$ cat config.mk
export PLATFORM = sky130hd
export DESIGN_NAME = booth_r4_seq_mul
export DESIGN_NICKNAME = d
export VERILOG_FILES = /design/src/rtl/booth_r4_seq_mul.sv
export SDC_FILE = /design/constraint.sdc
export NUM_CORES = 1
export LEC_CHECK = 0
export BUFFER_PORTS_ARGS = -buffer_cell sky130_fd_sc_hd__buf_4
export CAP_MARGIN = 20
export CORE_ASPECT_RATIO = 0.75
export CORE_MARGIN = 2
export CORE_UTILIZATION = 55
export CTS_CLUSTER_DIAMETER = 200
export DETAILED_ROUTE_END_ITERATION = 6
export HOLD_SLACK_MARGIN = 0.15
export PLACE_DENSITY = 0.72
export SLEW_MARGIN = 10
export SYNTH_ARGS = -nofsm -noshare
export SYNTH_HDL_FRONTEND = slang
export SYNTH_SLANG_ARGS = --single-unit
$ cat constraint.sdc
create_clock -name clock -period 17.85 [get_ports clock]
set_clock_uncertainty 0.1 [all_clocks]
set_input_delay 3.57 -clock clock [delete_from_list [all_inputs] [get_ports clock]]
set_output_delay 3.57 -clock clock [all_outputs]
set_load 0.03 [all_outputs]
$ cat src/rtl/booth_r4_seq_mul.sv
// Iterative radix-4 Booth multiplier: one recoded digit per clock, signed or
// unsigned operands, full-width product returned as hi/lo words.
module booth_r4_seq_mul #(
  parameter int WIDTH = 32
) (
  input  logic             clock,
  input  logic             clear,
  input  logic             start,
  input  logic             is_signed,
  input  logic [WIDTH-1:0] multiplicand,
  input  logic [WIDTH-1:0] multiplier,
  output logic             busy,
  output logic             done,
  output logic [WIDTH-1:0] hi,
  output logic [WIDTH-1:0] lo
);

  localparam int DIGITS = WIDTH / 2 + 1;
  localparam int ACC_W  = 2 * WIDTH + 4;
  localparam int Q_W    = WIDTH + 3;
  localparam int CNT_W  = $clog2(DIGITS);

  typedef enum logic [1:0] {IDLE, RUN, DONE} state_t;

  state_t             state;
  logic [CNT_W-1:0]   cnt;
  logic [ACC_W-1:0]   m_reg;
  logic [Q_W-1:0]     q_reg;
  logic [ACC_W-1:0]   acc;

  logic [ACC_W-1:0]   m_ext;
  logic [Q_W-1:0]     q_ext;
  logic [ACC_W-1:0]   m_dbl;
  logic [ACC_W-1:0]   pp;
  logic [ACC_W-1:0]   acc_next;

  // m_reg is pre-shifted by 2i, so the partial product needs no barrel shifter.
  always_comb begin
    // NOTE: every always_comb output gets a default first so no path leaves it unassigned (no latch).
    pp       = '0;
    m_ext    = is_signed ? {{(ACC_W - WIDTH){multiplicand[WIDTH-1]}}, multiplicand}
                         : {{(ACC_W - WIDTH){1'b0}}, multiplicand};
    q_ext    = {{2{is_signed & multiplier[WIDTH-1]}}, multiplier, 1'b0};
    m_dbl    = {m_reg[ACC_W-2:0], 1'b0};
    unique case (q_reg[2:0])
      3'b001, 3'b010: pp = m_reg;
      3'b011:         pp = m_dbl;
      3'b100:         pp = -m_dbl;
      3'b101, 3'b110: pp = -m_reg;
      default:        pp = '0;
    endcase
    acc_next = acc + pp;
  end

  always_ff @(posedge clock) begin
    // NOTE: non-blocking assignments for all registered state so every flop samples pre-edge values.
    if (clear) begin
      state <= IDLE;
      cnt   <= '0;
      busy  <= 1'b0;
      done  <= 1'b0;
      hi    <= '0;
      lo    <= '0;
      m_reg <= '0;
      q_reg <= '0;
      acc   <= '0;
    end else begin
      done <= 1'b0;
      case (state)
        IDLE, DONE: begin
          if (start) begin
            m_reg <= m_ext;
            q_reg <= q_ext;
            acc   <= '0;
            cnt   <= '0;
            busy  <= 1'b1;
            state <= RUN;
          end else begin
            state <= IDLE;
          end
        end
        RUN: begin
          acc   <= acc_next;
          m_reg <= {m_reg[ACC_W-3:0], 2'b00};
          q_reg <= {2'b00, q_reg[Q_W-1:2]};
          cnt   <= cnt + 1'b1;
          if (cnt == CNT_W'(DIGITS - 1)) begin
            hi    <= acc_next[2*WIDTH-1:WIDTH];
            lo    <= acc_next[WIDTH-1:0];
            done  <= 1'b1;
            busy  <= 1'b0;
            state <= DONE;
          end
        end
        default: state <= IDLE;
      endcase
    end
  end

endmodule
# After elaboration in Yosys (flattened, before gate mapping)
# Index checks and enable logic that the tools add are counted.
# classes
addsub	4
reduce_logical	9
muxes	17
eq_ne	11
n_bitwise	2
# op_table
op	n
one-hot mux 68 bit (2 select lines)	2
one-hot mux 68 bit (4 select lines)	1
2-to-1 mux 68 bit	3
negation 68 bit	2
one-hot mux 35 bit (2 select lines)	1
adder 68 bit	1
2-to-1 mux 35 bit	1
one-hot mux 5 bit (2 select lines)	1
equality test 3 bit, second input constant	3
OR reduction 2 bit	4
equality test 3 x 2 -> 1 bit, second input constant	2
adder 5 x 1 -> 5 bit, second input constant	1
equality test 5 bit, second input constant	1
2-to-1 mux 5 bit	1
2-to-1 mux 1 bit	4
inequality test 2 bit, second input constant	2
one-hot mux 2 bit (2 select lines)	1
AND reduction 2 bit	2
equality test 3 x 1 -> 1 bit, second input constant	1
AND reduction 3 bit	1
equality test 2 x 1 -> 1 bit, second input constant	1
equality test 2 bit, second input constant	1
zero test 2 bit	1
2-to-1 mux 2 bit	1
4 further kinds	4
# word_totals
input_bits	68
out_inout_bits	66
word_cells	52
register_bits	244

# Longest topological paths before layout
# logic_depth
depth_word	5
ltp_mapped	27
ltp_nobuf	24

# Least setup slack after synthesis
# OpenSTA, ideal clock, no wires.
# synth_path
kind	register to register
start	register m_reg[10]
end	register hi[29]
setup_ns	0.062
stages_incl_launch_ff	23
path_buffers	2
required_time_ns	17.688
slack_ns	11.320
period_less_slack_ns	6.530
t_arrival_ns	6.368
path_cell_list	dfxtp_1 > buf_6 > or4_4 > or2_1 > or4_4 > buf_6 > or3_4 > or3b_4 > or3_4 > or3_4 > or3_4 > nand2_2 > xor2_2 > o221ai_2 > ha_1 > nand4_1 > or4_1 > o21ai_0 > a221oi_1 > o41a_1 > o31a_1 > or4_1 > nand3_1
# synth_via
elab_chain_cells	3
word_cells_on_any_way	4
cone_classes	add/sub (3); mux (1)
# synth_rtl
item	line	rtl
from (decl)	27	logic [ACC_W-1:0] m_reg;
from (signal assigned)	72	m_reg <= m_ext;
from (signal assigned)	84	m_reg <= {m_reg[ACC_W-3:0], 2'b00};
negation 68 bit, on equally long branches	49, 48	
one-hot mux 68 bit (4 select lines) *	45	unique case (q_reg[2:0])
adder 68 bit *	52	acc_next = acc + pp;
to (signal assigned)	88	hi <= acc_next[2*WIDTH-1:WIDTH];
to (decl)	14	output logic [WIDTH-1:0] hi,
# Mark *: on every way between the ends. The rest lies on a longest branch, timed or not.
# A chain may end at the register's enable or synchronous reset.

# Worst setup path after layout
# Same ends and word-level chain as after synthesis.

==> results.yml <==
floorplan:
  dieArea_um2: 29060
  rows: 52
  fp.dieW_um: 196.2
  start_util: 0.5616
  die_y_um: 148.1
  core_um2: 27130
  io-pin-count: 134
placed_design:
  io_buffers: 133
  place_ws_ps: 10730
  place_congestion: 0.9536
  dp_hpwl_mm: 31.35
min_path:
  whs_path_depth: 2
  min_from: "hi[4]"
  whs_endpoint: "hi[4]"
  hp-class: "reg2reg"
global_routing:
  grt_pass1_wl_mm: 73.46
  grt_start_max_net_pins: 137
  grt_overflow: 0
  grt.total_usage: 0.3084
  antenna_found_initial: 0
  grt_pass1_vias: 13840
sta:
  fmax_ghz: 0.1402
  hold_viol: 0
  tns_ps: 0
  final_max_slew_viol_count: 0
  slew_headroom: 0.2864
  fin_ws_ps: 10710
  worst_pin_slew_ps: 1070
  setup_viol: 0
  rsz0062_at_grt: "no"
  post-route-period-util: 0.3997
  min_period_ps: 7135
worst_setup_path:
  path_class: "reg2reg"
  arrival_ps: 7540
  start_kind: "register"
  crit-reg2reg-capture: "hi[29]"
  crit_path_end_kind: "register"
  r2r_cells: 20
  required_ps: 18250
  crit_fanout: 8
  r2r_start: "m_reg[10]"
  cp-startpoint: "m_reg[10]"
  r2r_slack_ps: 10710
yosys:
  yosys_warnings: 0
  synth-edff-count: 0
  synth.most_common_cell: "nand2_1"
  syn_avg_cell_area_um2: 7.396
  ys_seq_elements: 235
  synthCells: 2060
  syn_nets: 2195
  ys.flop_type: "dfxtp_1"
  synth-async-reset-ratio: 0
  yosysTopAreaCellShare: 0.3088
  seq_area_frac_synth: 0.3088
  synthTopCellsByArea: "dfxtp_1, a22oi_1, nand2_1"
  synth_area_um2: 15240
  yosys.area.top_type: "dfxtp_1"
  ys_types: 72
  synth_common_cells: "nand2_1, dfxtp_1, a21oi_1"
finish:
  drive_gt1_frac: 0.1115
  nets: 2180
  fin_util: 0.6271
  syn_to_final_growth_pct: 11.67
  antenna_cells: 0
clock_network:
  cts_tree: "built"
  clk_pin_slew_ps: 60
  clock_path_buffers: 3
  cts_made_buffers: 25
  clock-sinks: 235
  cts-root-buf: "clkbuf_16"
  cts_resized: 0
  hold_buffers: 0
  cts_max_level: 1
  post_cts_buffers: 0
  clock_latency_ps: 570
routing:
  drtIter0Drc: 1465
  totalWireLength_mm: 45.35
  vias_per_cell: 6.275
  dr_total_vias: 15140
  antenna_left: 0
  post_drt_wl_per_cell_um: 18.79
  drc: 0
  drtPass1Iterations: 5
power_and_ir_drop:
  pwr-share-seq: 0.382
  switching_share: 0.3281
  powerDensity_nw_per_um2: 89.29
  peakVddDrop_v: 0.00009863
  finalPower_mw: 1.519
  p_comb_frac: 0.244
  internal_power_mw: 1.021
  p_switching_mw: 0.4984
  p_clk_frac: 0.375
  p_leak_nw: 6.695
run:
  maxCapViolCount: 0
outcome:
  status: "complete, no violations"
==> worst max-delay path by stage <==
stage          slack (ps)  depth (start not counted)     end
6_report            10710                         20  hi[29]
5_1_grt             10380                         22  hi[29]
4_1_cts             10720                         20  hi[29]
3_5_place_dp        10730                         20  hi[29]
3_3_place_gp        10810                         20  hi[29]
2_1_floorplan       11320                         22  hi[29]
==> layout make-up <==
type                    instances  area [um^2]
multi-input cells            1603         9727
flip-flops and latches        235         4706
repair buffers                155         1167
fillers                      2551        10120
clock buffers                  34        709.4
well taps                     351        439.2
clock inverters                10        171.4
inverters                      25        93.84
==> cell usage in the layout (no fill, tap or decap), drive strengths merged, types with 63 or more instances in the layout <==
cell and instances:
a21oi 212, a22oi 145, buf 155, dfxtp 235
ha 66, nand2 288, nor2 184, o21ai 138
xnor2 63, xor2 66
==> layer usage <==
layer / wire length (um) / track usage
met1: 21050 / 0.4467
met2: 18960 / 0.4569
met3: 4071 / 0.06553
met4: 1269 / 0.09697
met5: 0 / 0
==> stage by stage <==
stage | hold WS [ps] | area (um^2) | std cells
2_1_floorplan | 331.8 | 15240 | 2060
3_3_place_gp | 342.3 | 16130 | 2369
3_5_place_dp | 346.6 | 16130 | 2369
4_1_cts | 355.0 | 17010 | 2413
5_1_grt | 369.3 | 17010 | 2413
6_report | 352.3 | 17010 | 2413
==> power groups by stage <==
stage / sequential [mW] / clock [mW] / combinational [mW]
floorplan: 0.573 / 0 / 0.283
global placement: 0.589 / 0 / 0.359
detailed placement: 0.590 / 0 / 0.363
CTS: 0.579 / 0.580 / 0.364
global route: 0.583 / 0.600 / 0.408
finish: 0.580 / 0.569 / 0.370
==> critical path: stages, from the launching register on <==
cell,delay [ps]
dfxtp_1,390
or4_4,570
or2_1,240
or4_4,550
or3_4,380
or3b_4,420
or3_4,350
or3_4,350
or3_4,350
nand2_2,90
xor2_2,150
o221ai_2,110
ha_1,400
nand4_1,180
or4_1,490
o21ai_0,430
a221oi_1,240
o41a_1,450
o31a_1,370
or4_1,400
nand3_1,70
==> logic make-up (layout without fill, tap and decap cells) <==
logic type,count (synthesis),in the layout,synth area share
mux,2,2,0.001396
xor+xnor,129,129,0.07465
compound gates,694,694,0.2886
buf+inv,222,224,0.05666
flops,235,235,0.3088
fa+ha+maj,67,67,0.05551
simple gates,711,711,0.2144
Note: power is estimated with default switching activity, not from simulation.
